$ cat src/rtl/fifo_arb_pkg.sv
// Shared types and helpers for the FIFO read-port arbiter.
//   arb_state_t : arbiter FSM states
//   onehot()    : index -> one-hot vector (callers truncate to their width)
package fifo_arb_pkg;

    typedef enum logic {
        ARB_IDLE  = 1'b0,
        ARB_BURST = 1'b1
    } arb_state_t;

    localparam int unsigned ONEHOT_W = 32;

    // Wide one-hot; callers cast down to their own request width.
    function automatic logic [ONEHOT_W-1:0] onehot(input int unsigned idx);
        return ONEHOT_W'(1) << idx;
    endfunction

endpackage

$ cat src/rtl/fifo_rd_arbiter_rr_pick.sv
// Round-robin picker: returns the first set bit of req strictly after
// position 'last', wrapping around. Purely combinational.
//   req   in   N          request vector
//   last  in   clog2(N)   previous winner
//   idx   out  clog2(N)   selected index (valid when found)
//   found out  1          at least one request present
module rr_pick #(
    parameter int unsigned N = 4
) (
    input  logic [N-1:0]         req,
    input  logic [$clog2(N)-1:0] last,
    output logic [$clog2(N)-1:0] idx,
    output logic                 found
);

    localparam int unsigned LW = $clog2(N);

    logic [LW-1:0] pos;

    // Walk offsets from farthest to nearest so the nearest requester after
    // 'last' is the one left standing.
    always_comb begin
        idx   = '0;
        found = 1'b0;
        pos   = '0;
        for (int k = int'(N); k >= 1; k--) begin
            pos = LW'((int'(last) + k) % int'(N));
            if (req[pos]) begin
                idx   = pos;
                found = 1'b1;
            end
        end
    end

endmodule

$ cat src/rtl/fifo_rd_arbiter.sv
// Shares the async FIFO read port among NUM_REQ read-domain consumers with
// round-robin grants and bursts of at most MAX_BURST pops.
//   r_clk, r_rst       clock, synchronous active-high reset
//   req, rdy           per-consumer request / can-accept
//   fifo_r_empty/data  FIFO read side inputs
//   fifo_r_en          FIFO read enable (combinational, independent of empty)
//   out_data           FIFO data pass-through
//   out_valid          one-hot word strobe to the owning consumer (combinational)
//   grant              registered one-hot owner, 0 when idle
//   busy               registered, high while a burst is in progress
module fifo_rd_arbiter
    import fifo_arb_pkg::*;
#(
    parameter int unsigned NUM_REQ   = 4,
    parameter int unsigned DSIZE     = 8,
    parameter int unsigned MAX_BURST = 8
) (
    input  logic               r_clk,
    input  logic               r_rst,
    input  logic [NUM_REQ-1:0] req,
    input  logic [NUM_REQ-1:0] rdy,
    input  logic               fifo_r_empty,
    input  logic [DSIZE-1:0]   fifo_r_data,
    output logic               fifo_r_en,
    output logic [DSIZE-1:0]   out_data,
    output logic [NUM_REQ-1:0] out_valid,
    output logic [NUM_REQ-1:0] grant,
    output logic               busy
);

    localparam int unsigned IDX_W = $clog2(NUM_REQ);
    localparam int unsigned CNT_W = $clog2(MAX_BURST + 1);

    arb_state_t         state_q, state_d;
    logic [NUM_REQ-1:0] grant_q, grant_d;
    logic [IDX_W-1:0]   last_q,  last_d;
    logic [CNT_W-1:0]   cnt_q,   cnt_d;
    logic               busy_q,  busy_d;

    logic [IDX_W-1:0]   pick_idx;
    logic               pick_found;
    logic               pop;
    logic               owner_req;
    logic               burst_done;

    rr_pick #(.N(NUM_REQ)) u_pick (
        .req   (req),
        .last  (last_q),
        .idx   (pick_idx),
        .found (pick_found)
    );

    // Read-side decode; enable depends only on owner req/rdy, never on empty.
    always_comb begin
        fifo_r_en = 1'b0;
        if (!r_rst && state_q == ARB_BURST) begin
            fifo_r_en = |(grant_q & req & rdy);
        end
        pop       = fifo_r_en & ~fifo_r_empty;
        out_valid = grant_q & {NUM_REQ{pop}};
        out_data  = fifo_r_data;
    end

    // Next-state logic.
    always_comb begin
        state_d    = state_q;
        grant_d    = grant_q;
        last_d     = last_q;
        cnt_d      = cnt_q;
        owner_req  = |(grant_q & req);
        burst_done = pop && (cnt_q == CNT_W'(MAX_BURST - 1));

        case (state_q)
            ARB_IDLE: begin
                if (!fifo_r_empty && pick_found) begin
                    state_d = ARB_BURST;
                    grant_d = NUM_REQ'(onehot(32'(pick_idx)));
                    last_d  = pick_idx;
                    cnt_d   = '0;
                end
            end
            ARB_BURST: begin
                // Burst completion, owner withdrawal and empty all end the grant;
                // a pop in the same cycle still completes.
                if (burst_done || !owner_req || fifo_r_empty) begin
                    state_d = ARB_IDLE;
                    grant_d = '0;
                    cnt_d   = '0;
                end else if (pop) begin
                    cnt_d = cnt_q + CNT_W'(1);
                end
            end
            default: begin
                state_d = ARB_IDLE;
                grant_d = '0;
                cnt_d   = '0;
            end
        endcase

        busy_d = (state_d == ARB_BURST);
    end

    // State registers; last winner resets to NUM_REQ-1 so req[0] leads.
    always_ff @(posedge r_clk) begin
        if (r_rst) begin
            state_q <= ARB_IDLE;
            grant_q <= '0;
            last_q  <= IDX_W'(NUM_REQ - 1);
            cnt_q   <= '0;
            busy_q  <= 1'b0;
        end else begin
            state_q <= state_d;
            grant_q <= grant_d;
            last_q  <= last_d;
            cnt_q   <= cnt_d;
            busy_q  <= busy_d;
        end
    end

    assign grant = grant_q;
    assign busy  = busy_q;

endmodule

$ cat config.mk
export PLATFORM = sky130hd
export DESIGN_NAME = fifo_rd_arbiter
export DESIGN_NICKNAME = d
export VERILOG_FILES = /design/src/rtl/fifo_arb_pkg.sv /design/src/rtl/fifo_rd_arbiter_rr_pick.sv /design/src/rtl/fifo_rd_arbiter.sv
export SDC_FILE = /design/constraint.sdc
export NUM_CORES = 1
export LEC_CHECK = 0
export BUFFER_PORTS_ARGS = -buffer_cell sky130_fd_sc_hd__buf_2
export CAP_MARGIN = 20
export CORE_MARGIN = 2
export CORE_UTILIZATION = 44
export CTS_CLUSTER_DIAMETER = 120
export DETAILED_ROUTE_END_ITERATION = 10
export GPL_TIMING_DRIVEN = 1
export HOLD_SLACK_MARGIN = 0.1
export PLACE_DENSITY_LB_ADDON = 0.25
export SLEW_MARGIN = 15
export SYNTH_ARGS = -nofsm -noshare
export SYNTH_HDL_FRONTEND = slang
export SYNTH_SLANG_ARGS = --single-unit
$ cat constraint.sdc
create_clock -name r_clk -period 2.3 [get_ports r_clk]
set_input_delay 0.69 -clock r_clk [delete_from_list [all_inputs] [get_ports r_clk]]
set_output_delay 0.69 -clock r_clk [all_outputs]
set_load 0.01 [all_outputs]
==> flow_metrics.tcl <==
set metrics [dict create \
    run_status "finished, final reports clean" \
    final_util 0.6388 \
    setup_viol 0 \
    maxSlewHeadroom 0.7157 \
    wirelength_um 1786 \
    r2r_start "grant[2]" \
    fmax_mhz 444.9 \
    clkTransAtPathRegs_ns 0.07 \
    synth_ff_type "dfxtp_1" \
    finalMaxSlewViolations 0 \
    cts_tree "yes" \
    ctsHtreeMaxLevel 1 \
    io_buffers 20 \
    total_power_w 0.0004378 \
    start_util 0.4830 \
    holdCritStartpoint "cnt_q[0]" \
    syn-instance-count 84 \
    switching_power_w 0.0001267 \
    antenna_cells 0 \
    insertion_delay_ns 0.27 \
    layout_min_cycle_time_ns 2.248 \
    wl_per_cell_um 14.52 \
    crit_family "simple AND/OR/NAND/NOR gates" \
    cts_buffer_depth 2 \
    cp_num_buf_inv 2 \
    final_cell_area_um2 984.7 \
    drive_above_1_share 0.4766 \
    power_leakage_nw 0.4158 \
    viasPerCell 5.854 \
    die_width_um 45.14 \
    fin_worst_skew_ns 0.001966 \
    final_common_cell "buf_2" \
    cp_num_cells 6 \
    p_int_w 0.0003110 \
    min_to "cnt_q[0]" \
    cp_slowest_stage_delay_ns 0.23 \
    die_h_um 45.14 \
    synth_area_leaders "dfxtp_1 30%, buf_4 9.1%, and2_1 5.0%" \
    ys_ff_latch 11 \
    synth_area_um2 744.5 \
    placementRows 14 \
    ys_seq_area_frac 0.2958 \
    p_seq_frac 0.487 \
    layout.nets 128 \
    numCtsBuffers 3 \
    drt_iter0_markers 14 \
    first_pass_iters 5 \
    antenna_found_initial 0 \
    hold_depth 2 \
    grt_use_total 0.1951 \
    rr_endpoint "grant[3]" \
    startpoint_type "primary input" \
    instances_no_fill 123 \
    ff2ff_setup_slack_ns 0.79 \
    dieArea_um2 2037 \
    cap_violations 0 \
    post_dp_cell_area_um2 878.3 \
    yosysUniqueCellTypes 35 \
    sw_frac_of_total 0.2895 \
    grt_pass1_vias 640 \
    routabilityCongestion 0.8045 \
    crit_start "rdy[1]" \
    synth.net_count 104 \
    clockPowerShare 0.302 \
    dp_slack_ns -0.04616 \
    drtAntennaViolNets 0 \
    grt_pass1_wl_um 2870 \
    peakVddDrop_mv 0.2505 \
    finalHoldViolations 0 \
    synth_area_leader_cell "dfxtp_1" \
    holdBufCountCts 0 \
    crit_type "in -> out" \
    gr-total-overflow 0 \
    drc_errors 0 \
    pin_count 37 \
    multi_input_area_um2 494.2 \
    critPathSlowestCell "a41oi_4" \
    final_cell_mix "13 x buf_2, 11 x buf_4, 10 x dfxtp_1" \
    fill_cells 126 \
    dpl.hpwl_um 1369 \
    async_flop_share 0 \
    grt_max_degree 10 \
    syn_avg_cell_area_um2 8.863 \
    vias 720 \
    crit_required_ns 1.61 \
    critPathMaxFanout 5 \
    power_density_nw_per_um2 444.6 \
    cp-end-kind "output port" \
    worstPathArrival_ns 1.56 \
    hold_path.class "reg -> reg" \
    postCtsSetupBuffers 0 \
    cp_cell_sequence "buf_2 -> nand3_4 -> a41oi_4 -> and2b_2 -> and2_4 -> buf_6" \
    core_um2 1541 \
    fin_crit_sh 0.9773 \
    numClockSinks 11 \
    area_growth_pct 32.27 \
    placed_cells 119 \
    ff_latch_area_um2 221.5 \
    tightest_slew_ns 0.4225 \
    synth_edf_count 0 \
    combPwrFrac 0.212 \
    yosysTopAreaCellShare 0.2958 \
    cts_root_buf "clkbuf_4" \
    worst_slack_ns 0.05214 \
    yosysWarnings 0 \
    r2r_cells 5 \
]
==> per-layer routing <==
metal	vias to the layer above	routed length (um)	track usage
li1	358	-	-
met1	324	806	0.2659
met2	36	812	0.2943
met3	2	156	0.04800
met4	0	10	0.07647
met5	-	0	0
==> state kept, by name (all words and copies together), names as in the netlist <==
register	flops
cnt_q	4
grant	4
last_q	2
busy	1
==> cells in the mapped netlist (2+ instances only) <==
cell type and instances:
a211oi_1 3, buf_4 9, inv_1 5, nand3_1 6, a211o_1 2, a32o_1 2, o22ai_1 2, o211ai_2 2
a22o_1 2, nand2b_1 3, dfxtp_1 11, a21oi_1 4, and2_1 6, nor2_1 4, xnor2_1 2, a22oi_1 2
==> power by group through the flow <==
| stage | sequential [W] | clock (W) | combinational [W] |
|---|---|---|---|
| 2_1_floorplan | 0.000215 | 0 | 0.0000634 |
| 3_3_place_gp | 0.000215 | 0 | 0.0000840 |
| 3_5_place_dp | 0.000215 | 0 | 0.0000854 |
| 4_1_cts | 0.000211 | 0.000137 | 0.0000874 |
| 5_1_grt | 0.000215 | 0.000148 | 0.000101 |
| 6_report | 0.000213 | 0.000132 | 0.0000928 |
==> final cells by class <==
class,instances,share of cell area
Clock buffer,4,0.02668
Inverter,5,0.01906
Multi-Input combinational cell,58,0.5019
Sequential cell,11,0.2249
Tap cell,16,0.02033
Timing Repair Buffer,29,0.2071
==> kinds of logic (layout without fill, tap and decap cells) <==
logic type	count (synthesis)	count (layout)	share of synthesized area
and+or+nand+nor	28	28	0.2135
AOI/OAI and AO/OA	27	27	0.3277
buffers and inverters	15	38	0.1227
DFF	11	11	0.2958
xor gates and xnor gates	2	2	0.02353
adders and majority gates	1	1	0.01680
==> through the flow <==
| stage | hold WS [ns] | setup TNS [ns] |
|---|---|---|
| 2_1_floorplan | 0.4606 | 0 |
| 3_3_place_gp | 0.4865 | 0 |
| 3_5_place_dp | 0.4889 | -0.1617 |
| 4_1_cts | 0.4985 | 0 |
| 5_1_grt | 0.5551 | -0.01133 |
| 6_report | 0.4954 | 0 |
==> worst min-delay path, cell delays in order, from the launching register on <==
cell and delay, ns:
dfxtp_1 0.34, nand2_1 0.06, a21oi_1 0.05
==> worst max-delay path by stage <==
stage | slack (ns) | to
2_1_floorplan | 0.009 | out_valid[0]
3_3_place_gp | 0.01 | out_valid[0]
3_5_place_dp | -0.05 | out_valid[1]
4_1_cts | 0.002 | out_valid[3]
5_1_grt | -0.007 | out_valid[3]
6_report | 0.05 | out_valid[3]
==> what timing repair did <==
| item | CTS | global route |
|---|---|---|
| endpoints found under the setup margin | 4 | 4 |
| gates resized for setup | 4 | 11 |
| pin swaps | 1 | 2 |
(Power assumes the default switching activity.)
